==> config.mk <==
export PLATFORM = sky130hd
export DESIGN_NAME = fetch_stage
export DESIGN_NICKNAME = d
export VERILOG_FILES = /design/src/rtl/fetch_stage_pkg.sv /design/src/rtl/fetch_stage_npc.sv /design/src/rtl/fetch_stage.sv
export SDC_FILE = /design/constraint.sdc
export NUM_CORES = 1
export LEC_CHECK = 0
export ABC_CLOCK_PERIOD_IN_PS = 4300
export CORE_AREA = 10 10 160 125
export DETAILED_ROUTE_END_ITERATION = 10
export DIE_AREA = 0 0 170 135
export HOLD_SLACK_MARGIN = 0.02
export PLACE_DENSITY = 0.81
export SLEW_MARGIN = 0
export SYNTH_ARGS = -nofsm -noshare
export SYNTH_HDL_FRONTEND = slang
export SYNTH_SLANG_ARGS = --single-unit
==> constraint.sdc <==
create_clock -name clk -period 4.3 [get_ports clk]
set_input_delay 0.86 -clock clk [delete_from_list [all_inputs] [get_ports clk]]
set_output_delay 0.86 -clock clk [all_outputs]
set_load 0.05 [all_outputs]
==> src/rtl/fetch_stage_pkg.sv <==
// fetch_stage_pkg: MIPS opcode/funct/rt encodings shared by the fetch stage.
package fetch_stage_pkg;
    localparam logic [5:0]  SPECIAL_OP   = 6'h00;
    localparam logic [5:0]  BLTZ_BGEZ_OP = 6'h01;
    localparam logic [5:0]  J_OP         = 6'h02;
    localparam logic [5:0]  JAL_OP       = 6'h03;
    localparam logic [5:0]  BEQ_OP       = 6'h04;
    localparam logic [5:0]  BNE_OP       = 6'h05;
    localparam logic [5:0]  BLEZ_OP      = 6'h06;
    localparam logic [5:0]  BGTZ_OP      = 6'h07;
    localparam logic [4:0]  BLTZ_RT      = 5'h00;
    localparam logic [4:0]  BGEZ_RT      = 5'h01;
    localparam logic [5:0]  JR_FUNCT     = 6'h08;
    localparam logic [5:0]  JALR_FUNCT   = 6'h09;
    localparam logic [31:0] ERET_WORD    = 32'h4200_0018;
endpackage

==> src/rtl/fetch_stage_npc.sv <==
// npc: next-PC computation for the instruction sitting in decode.
// Ports: ir_d/pc_d (decode instruction and PC), pc_f (fetch PC), zero (branch
// condition), rs_val_d (jr/jalr target) -> next_pc, is_ctrl (ir_d transfers control).
module npc
    import fetch_stage_pkg::*;
(
    input  logic [31:0] ir_d,
    input  logic [31:0] pc_d,
    input  logic [31:0] pc_f,
    input  logic        zero,
    input  logic [31:0] rs_val_d,
    output logic [31:0] next_pc,
    output logic        is_ctrl
);
    logic [5:0]  op;
    logic [4:0]  rt;
    logic [5:0]  funct;
    logic        is_br;
    logic        is_j;
    logic        is_jr;
    logic [31:0] pc_d4;
    logic [31:0] br_tgt;

    assign op     = ir_d[31:26];
    assign rt     = ir_d[20:16];
    assign funct  = ir_d[5:0];
    assign is_br  = op == BEQ_OP || op == BNE_OP || op == BLEZ_OP || op == BGTZ_OP ||
                    (op == BLTZ_BGEZ_OP && (rt == BLTZ_RT || rt == BGEZ_RT));
    assign is_j   = op == J_OP || op == JAL_OP;
    assign is_jr  = op == SPECIAL_OP && (funct == JR_FUNCT || funct == JALR_FUNCT);
    assign pc_d4  = pc_d + 32'd4;
    assign br_tgt = pc_d4 + {{14{ir_d[15]}}, ir_d[15:0], 2'b00};

    // A not-taken branch still falls through from the fetch PC, so the
    // delay slot already being fetched is followed by its successor.
    assign next_pc = is_br ? (zero ? br_tgt : pc_f + 32'd4) :
                     is_j  ? {pc_d4[31:28], ir_d[25:0], 2'b00} :
                     is_jr ? rs_val_d : pc_f + 32'd4;
    assign is_ctrl = is_br || is_j || is_jr;
endmodule

==> src/rtl/fetch_stage.sv <==
// fetch_stage: MIPS IF stage holding the fetch PC and the IF/ID register.
// Ports: clk, reset (async active-low); i_inst_addr/i_inst_rdata (instruction
// memory); stall, zero, rs_val_D, req, EPC (control inputs); PC_F (fetch PC);
// IR_D, PC_D, BD_D, exc_adel_D (IF/ID register outputs).
module fetch_stage
    import fetch_stage_pkg::*;
#(
    parameter logic [31:0] RESET_PC  = 32'h0000_3000,
    parameter logic [31:0] EXC_ENTRY = 32'h0000_4180,
    parameter logic [31:0] IM_LO     = 32'h0000_3000,
    parameter logic [31:0] IM_HI     = 32'h0000_6FFC
) (
    input  logic        clk,
    input  logic        reset,
    output logic [31:0] i_inst_addr,
    input  logic [31:0] i_inst_rdata,
    input  logic        stall,
    input  logic        zero,
    input  logic [31:0] rs_val_D,
    input  logic        req,
    input  logic [31:0] EPC,
    output logic [31:0] PC_F,
    output logic [31:0] IR_D,
    output logic [31:0] PC_D,
    output logic        BD_D,
    output logic        exc_adel_D
);
    logic [31:0] next_pc;
    logic        is_ctrl;
    logic        is_eret;
    logic        adel;

    npc u_npc (
        .ir_d    (IR_D),
        .pc_d    (PC_D),
        .pc_f    (PC_F),
        .zero    (zero),
        .rs_val_d(rs_val_D),
        .next_pc (next_pc),
        .is_ctrl (is_ctrl)
    );

    assign i_inst_addr = PC_F;
    assign is_eret     = IR_D == ERET_WORD;
    assign adel        = PC_F[1:0] != 2'b00 || PC_F < IM_LO || PC_F > IM_HI;

    always_ff @(posedge clk or negedge reset) begin
        if (!reset) begin
            PC_F       <= RESET_PC;
            IR_D       <= '0;
            PC_D       <= RESET_PC;
            BD_D       <= 1'b0;
            exc_adel_D <= 1'b0;
        end else if (req) begin
            PC_F       <= EXC_ENTRY;
            IR_D       <= '0;
            PC_D       <= EXC_ENTRY;
            BD_D       <= 1'b0;
            exc_adel_D <= 1'b0;
        end else if (!stall) begin
            // eret squashes the word being fetched: it returns with no delay slot.
            PC_F       <= is_eret ? EPC : next_pc;
            PC_D       <= PC_F;
            IR_D       <= (is_eret || adel) ? '0 : i_inst_rdata;
            BD_D       <= !is_eret && is_ctrl;
            exc_adel_D <= !is_eret && adel;
        end
    end
endmodule

* Word-level counts from Yosys, hierarchy flattened
Index checks and enable logic that the tools add are counted.
** Word-level totals
- Output and inout bits :: 130
- Latch bits :: 0
- Memories kept :: 0
- Flip-flop bits (word level) :: 98
- RAM bits :: 0
- Word-level logic and storage cells :: 58
- Bits in read-only memories :: 0
** Operators by class
- Shift-type cells :: 0
- Div/mod/pow operators :: 0
- Multiply operators :: 0
- Equality and inequality tests :: 12
- Add/sub/neg operators :: 3
- Reductions and logical operators :: 20
- $lt $le $gt $ge :: 2
- Bitwise operators :: 0
- Multiplexer cells :: 16
** Operator list (count)
- $mux 32 :: 12
- $add 32x3->32 const B :: 2
- $add 32x32->32 :: 1
- $eq 32x31->1 const B :: 1
- $gt 32x15->1 const B :: 1
- $lt 32x14->1 const B :: 1
- $eq 6x3->1 const B :: 4
- $eq 6x2->1 const B :: 2
- $eq 6x4->1 const B :: 2
- $logic_or 1x1->1 :: 12
- $eq 6x1->1 const B :: 1
- $logic_not 6->1 :: 1
- $eq 5x1->1 const B :: 1
- $logic_not 5->1 :: 1
- $logic_and 1x1->1 :: 4
- $mux 1 :: 4
- $ne 2x1->1 const B :: 1
- $reduce_bool 2->1 :: 1
- $logic_not 1->1 :: 1

* Depth between registers and ports, before layout
Gate-level depths: netlist of the first run.
- Word-level depth :: 10
- Gate-level depth with buffers :: 15

* Cells and area by module
From an unflattened synthesis of the first run, not the netlist that was laid out.
** Unflattened totals
- Cell total of the unflattened synthesis :: 965
- Area, all modules :: 8107.8 µm²
** By module, submodules not included
- fetch_stage :: seq. area each 2457.4 µm², times used 1, area an instance 4520.6 µm², cells each 418
- npc :: seq. area each 0.0 µm², times used 1, area an instance 3587.2 µm², cells each 547

* Least setup slack after synthesis of the first run
No wires, ideal clock.
- Path type :: reg-to-reg
- From :: register PC_D[4]
- To :: register PC_F[23]
- Setup time :: 0.148 ns
- Slack :: 0.516 ns
- Period minus slack after synthesis :: 3.784 ns
- Stages on the path, launching flop included :: 15
- Arrival time :: 3.636 ns
- Buffers on the path :: 1
- Data required time :: 4.152 ns
- Cell sequence :: dfrtp_1 -> and4_1 -> and2_1 -> and3_1 -> clkbuf_1 -> nand3_1 -> xnor2_1 -> ha_1 -> a21oi_1 -> nand2_1 -> o21a_1 -> a211o_1 -> xor2_1 -> a2111oi_0 -> a2111oi_2
** On the way
- Longest elaborated chain between the ends :: 7
** Ends and longest elaborated chain
- from (decl) :: RTL line fetch_stage.sv:24 : output logic [31:0] PC_D,
- from (signal assigned) :: RTL line fetch_stage.sv:51 : PC_D <= RESET_PC;
- from (signal assigned) :: RTL line fetch_stage.sv:57 : PC_D <= EXC_ENTRY;
- from (signal assigned) :: RTL line fetch_stage.sv:63 : PC_D <= PC_F;
- $add 32x3->32 :: RTL line fetch_stage_npc.sv:31 : assign pc_d4 = pc_d + 32'd4;
- $add 32x32->32 :: RTL line fetch_stage_npc.sv:32 : assign br_tgt = pc_d4 + {{14{ir_d[15]}}, ir_d[15:0], 2'b00};
- $mux 32 (2 in series) :: RTL line fetch_stage_npc.sv:36 : assign next_pc = is_br ? (zero ? br_tgt : pc_f + 32'd4) :
- $mux 32 :: RTL line fetch_stage.sv:62 : PC_F <= is_eret ? EPC : next_pc;
- $mux 32 :: RTL line fetch_stage.sv:60 : end else if (!stall) begin
- $mux 32 :: RTL line fetch_stage.sv:54 : end else if (req) begin
- to (signal assigned) :: RTL line fetch_stage.sv:62
- to (decl) :: RTL line fetch_stage.sv:22 : output logic [31:0] PC_F,
No other way between the ends. The select of a mux whose other input is x is not followed.
A chain may end at the register's enable or synchronous reset.

* Worst setup path in the final report of the first run
- From :: register PC_D[12]
- To :: register PC_F[23]
Same word-level chain as after synthesis.

==> reports/qor.csv, run 1 <==
stage;metric;value;unit
status;status;completed;
timing;finalCritPeriodShare;92.9;%
critical_path;critPathCaptureType;register;
route;totalWireLength;35300;um
grt;grt_pass1_wl;52700;um
timing;skew;0.00810;ns
clocking;cts_setup_buffers;0;
die;chipWidth;170;um
die;io_pins;231;
route;firstDrtPassIters;6;
critical_path;reg2reg_slack;0.31;ns
synthesis;synthFlopType;dfrtp_1;
pwr;switchingPower;3520;uW
synthesis;syn_avg_cell_area;8.35;sq um
route;via_per_inst;6.47;
clocking;root_buffer;clkbuf_16;
die;num_rows;41;
job;cap_violations;0;
timing;worst_slew_pin_slew;0.971;ns
synthesis;syn_inst;966;
die;design.core.area;16700;sq um
clocking;ctsHoldBuffers;0;
pwr;p_per_area;607;nW/um^2
synthesis;synth-edff-count;0;
timing;slew_headroom;35.3;%
pwr;seqPwrFrac;25.2;%
synthesis;ys_async_sr_fraction;100;%
critical_path;cp.arrival;4.19;ns
clocking;cts_htree_levels;3;
layout;layout.nets;1285;
critical_path;crit_end;PC_F[23];
critical_path;r2r_start;PC_D[12];
clocking;cts_sinks;98;
critical_path;ff2ff_path_depth;13;
pwr;sw_frac_of_total;54.4;%
layout;diodes;0;
synthesis;syn_nets;1104;
critical_path;setup.worst_path.start;PC_D[12];
placement;port_buffers;230;
clocking;ctsResizeCount;0;
route;postRouteAntennaNets;0;
placement;gp_congestion;1.00;
route;via_count;8850;
pwr;comb_power_share;62.0;%
timing;max_clock_freq;250;MHz
grt;grt_overflow_total;0;
pwr;intPower;2950;uW
timing;slew_violations;0;
pwr;vdd_drop_max;0.461;mV
timing;fin_setup_tns;0;ns
pwr;p_leak;0.00455;uW
synthesis;yosys.cell_types.count;78;
layout;drive_gt1_share;5.47;%
critical_path;timing.rr.end;PC_F[23];
die;die_h;135;um
hold_path;hold_path_class;primary input to asynchronous set/reset pin;
critical_path;critPathKind;register to register;
synthesis;synthesis.area;8060;sq um
die;initial_core_util;48.4;%
clocking;clk_pin_slew_worst_paths;0.08;ns
critical_path;critical_path_required;4.50;ns
synthesis;yosysSeqAreaShare;30.5;%
synthesis;yosysWarnings;0;
synthesis;ys_ff_latch;98;
route;drc;0;
pwr;finalPower;6470;uW
grt;antenna_found_initial;1;
clocking;clock_latency;0.36;ns
timing;final_hold_viol_count;0;
pwr;power_frac_clock;12.8;%
timing;setup_viol;0;
clocking;cts_made_buffers;9;
die;dieArea;23000;sq um
clocking;cts_tree;built;
grt;grt_max_degree;65;
grt;grt_usage;29.8;%
route;first_iter_violations;1280;
critical_path;cp_max_fo;7;
layout;area_growth;32.3;%
timing;rsz0062_at_grt;no;
route;detail_route.wl_per_cell;25.8;um
timing;min_period;3.99;ns
clocking;clk_path_buf_depth;2;
grt;grt_pass1_vias;8346;
critical_path;startpoint_type;register;
placement;hpwl;27100;um
-- cells in the mapped netlist, types with 25 or more instances --
library cell	number	area share [%]
a21oi_1	70	4.3
a22o_1	31	3.4
buf_4	32	3.0
clkbuf_1	40	1.9
dfrtp_1	94	29
ha_1	36	5.6
mux2i_1	35	4.3
nand2_1	90	4.2
nand3_1	36	2.2
nor2_1	87	4.1
nor3_1	25	1.6
o21ai_0	35	2.2
xnor2_1	49	5.3
xor2_1	25	2.7
-- final cells by class --
class                   count  area, sq um
multi-input cells         762         5090
fillers                  1442         6010
repair buffers            254         2470
inverters                  22         82.6
clock inverters             6         58.8
flip-flops and latches     98         2460
clock buffers              10          239
well taps                 215          269
-- state kept, by name (all words and copies together), names as in the netlist --
name        count
IR_D           32
PC_F           32
BD_D            1
PC_D           32
exc_adel_D      1
-- power groups by stage --
stage	Clock [uW]	Combinational, uW	Sequential (uW)
4_1_cts	830	3960	1610
5_1_grt	872	4220	1660
3_3_place_gp	0	3910	1610
2_1_floorplan	0	1940	2210
6_report	829	4010	1630
3_5_place_dp	0	3940	1620
-- metrics by stage --
| stage | worst slack [ns] | hold WS [ns] | util, % | instances | instance area (sq um) |
|---|---|---|---|---|---|
| after CTS | 0.390 | 0.420 | 64.0 | 1367 | 10700 |
| after global placement | 0.461 | 0.500 | 62.2 | 1351 | 10400 |
| after floorplan | 0.516 | 0.564 | - | 966 | 8060 |
| after detailed placement | 0.425 | 0.517 | 62.2 | 1351 | 10400 |
| final | 0.306 | 0.422 | 64.0 | 1367 | 10700 |
| after global routing | 0.0435 | 0.431 | 64.0 | 1367 | 10700 |
-- cell usage in the layout (no fill, tap or decap), drive strengths merged, types with 5 or more instances in the layout --
| cell type | netlist | routed |
|---|---|---|
| dfrtp | 94 | 94 |
| mux2i | 35 | 35 |
| o211ai | 7 | 7 |
| o221ai | 8 | 8 |
| nand2b | 6 | 6 |
| nand3 | 36 | 36 |
| a211oi | 13 | 13 |
| a22oi | 5 | 5 |
| a221o | 5 | 5 |
| nor2b | 5 | 5 |
| inv | 20 | 23 |
| nand4 | 19 | 19 |
| nor3 | 26 | 26 |
| a21oi | 70 | 70 |
| ha | 36 | 36 |
| or3 | 7 | 7 |
| buf | 44 | 27 |
| o21a | 5 | 5 |
| xor2 | 25 | 25 |
| clkdlybuf4s50 | 0 | 227 |
| o21ai | 38 | 38 |
| a21o | 22 | 22 |
| a221oi | 10 | 10 |
| and3 | 14 | 14 |
| nand2 | 90 | 90 |
| xnor2 | 49 | 49 |
| o31ai | 5 | 5 |
| nor4 | 26 | 26 |
| a311oi | 6 | 6 |
| a22o | 31 | 31 |
| nor2 | 88 | 88 |
| clkbuf | 40 | 10 |
| a31oi | 9 | 9 |
| o22ai | 9 | 9 |
| and4 | 9 | 9 |
-- kinds of logic (layout without fill, tap and decap cells) --
family	Yosys count	count (layout)	synth area share (%)
and+or+nand+nor	343	343	21.2
AOI/OAI and AO/OA	273	273	23.5
buffers and inverters	106	292	6.60
DFF	98	98	30.5
xor gates and xnor gates	74	74	8.04
adders and majority gates	37	37	5.84
muxes	35	35	4.35
-- per-layer routing --
metal	vias up	part of all wire, %	global-route usage [%]
li1	3927	-	-
met1	4186	44	43.3
met2	666	39	40.2
met3	71	15	11.1
met4	0	2.1	6.90
met5	-	0	0
-- critical path: stages (launching register included) --
cell	delay [ns]
dfstp_2	0.60
and4_1	0.29
and3_1	0.19
and3_1	0.29
nand3_1	0.12
xnor2_1	0.16
ha_1	0.35
a21oi_1	0.35
a21oi_1	0.15
nor2b_1	0.16
a211o_1	0.34
xor2_1	0.17
a2111oi_0	0.57
a2111oi_2	0.09
-- how the worst min path moves through the flow --
stage | slack, ns | endpoint
floorplan | 0.56 | BD_D
global placement | 0.50 | exc_adel_D
detailed placement | 0.52 | BD_D
CTS | 0.42 | PC_F[30]
global route | 0.43 | PC_F[30]
finish | 0.42 | PC_F[30]
Power figures use the tool's default switching activity.
==> run 2: changes to the inputs <==
- ABC_CLOCK_PERIOD_IN_PS: 4300 -> 4200
- CTS_CLUSTER_DIAMETER: default -> 80
- GPL_ROUTABILITY_DRIVEN: default -> 0
- clock period: 4.3 -> 4.2 ns (I/O delays scaled with it)
==> reports/qor.csv, run 2 (synthesized netlist as in run 1, its figures left out) <==
stage;metric;value;unit
status;status;completed;
grt;antenna_found_initial;1;
job;cap_violations;0;
critical_path;critPathSlowestCell;dfstp_2;
layout;final_common_cell;clkdlybuf4s50_1;
timing;max_clock_freq;262;MHz
clocking;cts_made_buffers;9;
timing;slew_headroom;33.6;%
route;totalWireLength;34100;um
critical_path;ff2ff_path_depth;13;
die;chipWidth;170;um
layout;drive_gt1_share;5.38;%
die;design.core.area;16700;sq um
hold_path;hold_path_depth;2;
timing;skew;0.00492;ns
pwr;p_leak;0.00454;uW
critical_path;critPathCaptureType;register;
placement;hpwl;25700;um
clocking;clk_pin_slew_worst_paths;0.07;ns
route;postRouteAntennaNets;0;
route;firstDrtPassIters;6;
clocking;cts_tree;built;
critical_path;cp_max_fo;7;
grt;grt_pass1_vias;8441;
layout;layout.nets;1285;
critical_path;path_common_cell;and3_1;
grt;top_usage_layer;met1;
clocking;cts_htree_levels;3;
route;drc;0;
timing;min_period;3.81;ns
timing;slew_violations;0;
die;initial_core_util;48.4;%
die;num_rows;41;
timing;worst_slew_pin_slew;0.996;ns
critical_path;path_buf_inv;0;
grt;use_met2;39.5;%
critical_path;path_cells;and4_1 -> and3_1 -> and3_1 -> nand3_1 -> xnor2_1 -> ha_1 -> a21oi_1 -> nand2_1 -> o21a_1 -> a211o_1 -> xor2_1 -> a2111oi_1 -> a2111oi_2;
grt;grt_usage;28.6;%
route;via_per_inst;6.55;
route;via_count;8957;
die;io_pins;231;
grt;grt_max_degree;75;
grt;grt_overflow_total;0;
die;die_h;135;um
placement;port_buffers;230;
critical_path;critPathTopFamily;compound AO/OA/AOI/OAI gates;
layout;final_cells;1368;
pwr;vdd_drop_max;0.409;mV
timing;setup_viol;0;
critical_path;max_stage_delay;0.60;ns
layout;layout_common_cells;clkdlybuf4s50_1 (227), dfrtp_1 (94), nand2_1 (90);
timing;final_hold_viol_count;0;
timing;rsz0062_at_grt;no;
critical_path;critical_path_required;4.41;ns
clocking;clk_path_buf_depth;2;
route;detail_route.wl_per_cell;25.0;um
route;first_iter_violations;1366;
clocking;clock_latency;0.36;ns
placement;dp_cells;1351;
timing;setup_ws;0.386;ns
critical_path;startpoint_type;register;
timing;fin_setup_tns;0;ns
clocking;ctsHoldBuffers;0;
hold_path;hold_path_class;register to register;
layout;area_growth;32.4;%
critical_path;critPathKind;register to register;
critical_path;cp.arrival;4.02;ns
placement;dpl_worst_slack;0.445;ns
clocking;cts_sinks;98;
clocking;root_buffer;clkbuf_16;
critical_path;path_depth;13;
layout;top_regs;IR_D (32), PC_D (32), PC_F (32);
grt;grt_pass1_wl;51400;um
timing;finalCritPeriodShare;90.8;%
pwr;p_per_area;620;nW/um^2
grt;globalRouteMet1Util;39.9;%
die;dieArea;23000;sq um
grt;gr-usage-met3;12.0;%
## run 2: final timing paths
check	startpoint	end	slack (ns)
setup / recovery	PC_D[12]	PC_F[23]	0.39
hold / removal	BD_D	BD_D	0.55
setup reg to reg	PC_D[12]	PC_F[23]	0.39
hold reg to reg	BD_D	BD_D	0.55
max in group asynchronous	reset	PC_D[12]	2.72
min in group asynchronous	reset	IR_D[20]	0.64
## run 2: per-layer routing
layer	share of wire [%]	up-vias	wire length (um)
met5	0	-	0
met4	2.2	0	734
met3	16	62	5520
met2	39	692	13400
met1	42	4275	14400
li1	-	3928	-
## run 2: report_power, final
group          leakage (uW)  switching, uW  internal (uW)  total [uW]
sequential          0.00131            499           1170        1670
clock              0.000142            395            482         877
combinational       0.00310           2650           1420        4080
## run 2: cell type report
type,instances,area (sq um)
diodes,1,2.50
clock buffers,11,243
clock inverters,5,62.6
fillers,1424,6000
inverters,22,82.6
multi-input cells,762,5090
flip-flops and latches,98,2460
well taps,215,269
repair buffers,254,2470
## run 2: stage by stage
step                      total power (uW)  hold WS (ns)  util, %  instance area [sq um]
after detailed placement              5650         0.527     62.2                  10400
after floorplan                       4260         0.544        -                   8060
after CTS                             6540         0.550     64.0                  10700
after global placement                5600         0.503     62.2                  10400
final                                 6620         0.549     64.0                  10700
after global routing                  6900         0.563     64.0                  10700
## run 2: what timing repair did
item                                    CTS  global route
hold endpoints to repair                  0             0
endpoints found under the setup margin    0             1
buffers inserted                          0             0
gates resized for setup                   0             1
## run 2: worst reg2reg max path: stages (launching register included)
cell,delay (ns)
dfstp_2,0.60
and4_1,0.29
and3_1,0.18
and3_1,0.27
nand3_1,0.12
xnor2_1,0.15
ha_1,0.36
a21oi_1,0.32
nand2_1,0.14
o21a_1,0.19
a211o_1,0.30
xor2_1,0.16
a2111oi_1,0.48
a2111oi_2,0.09
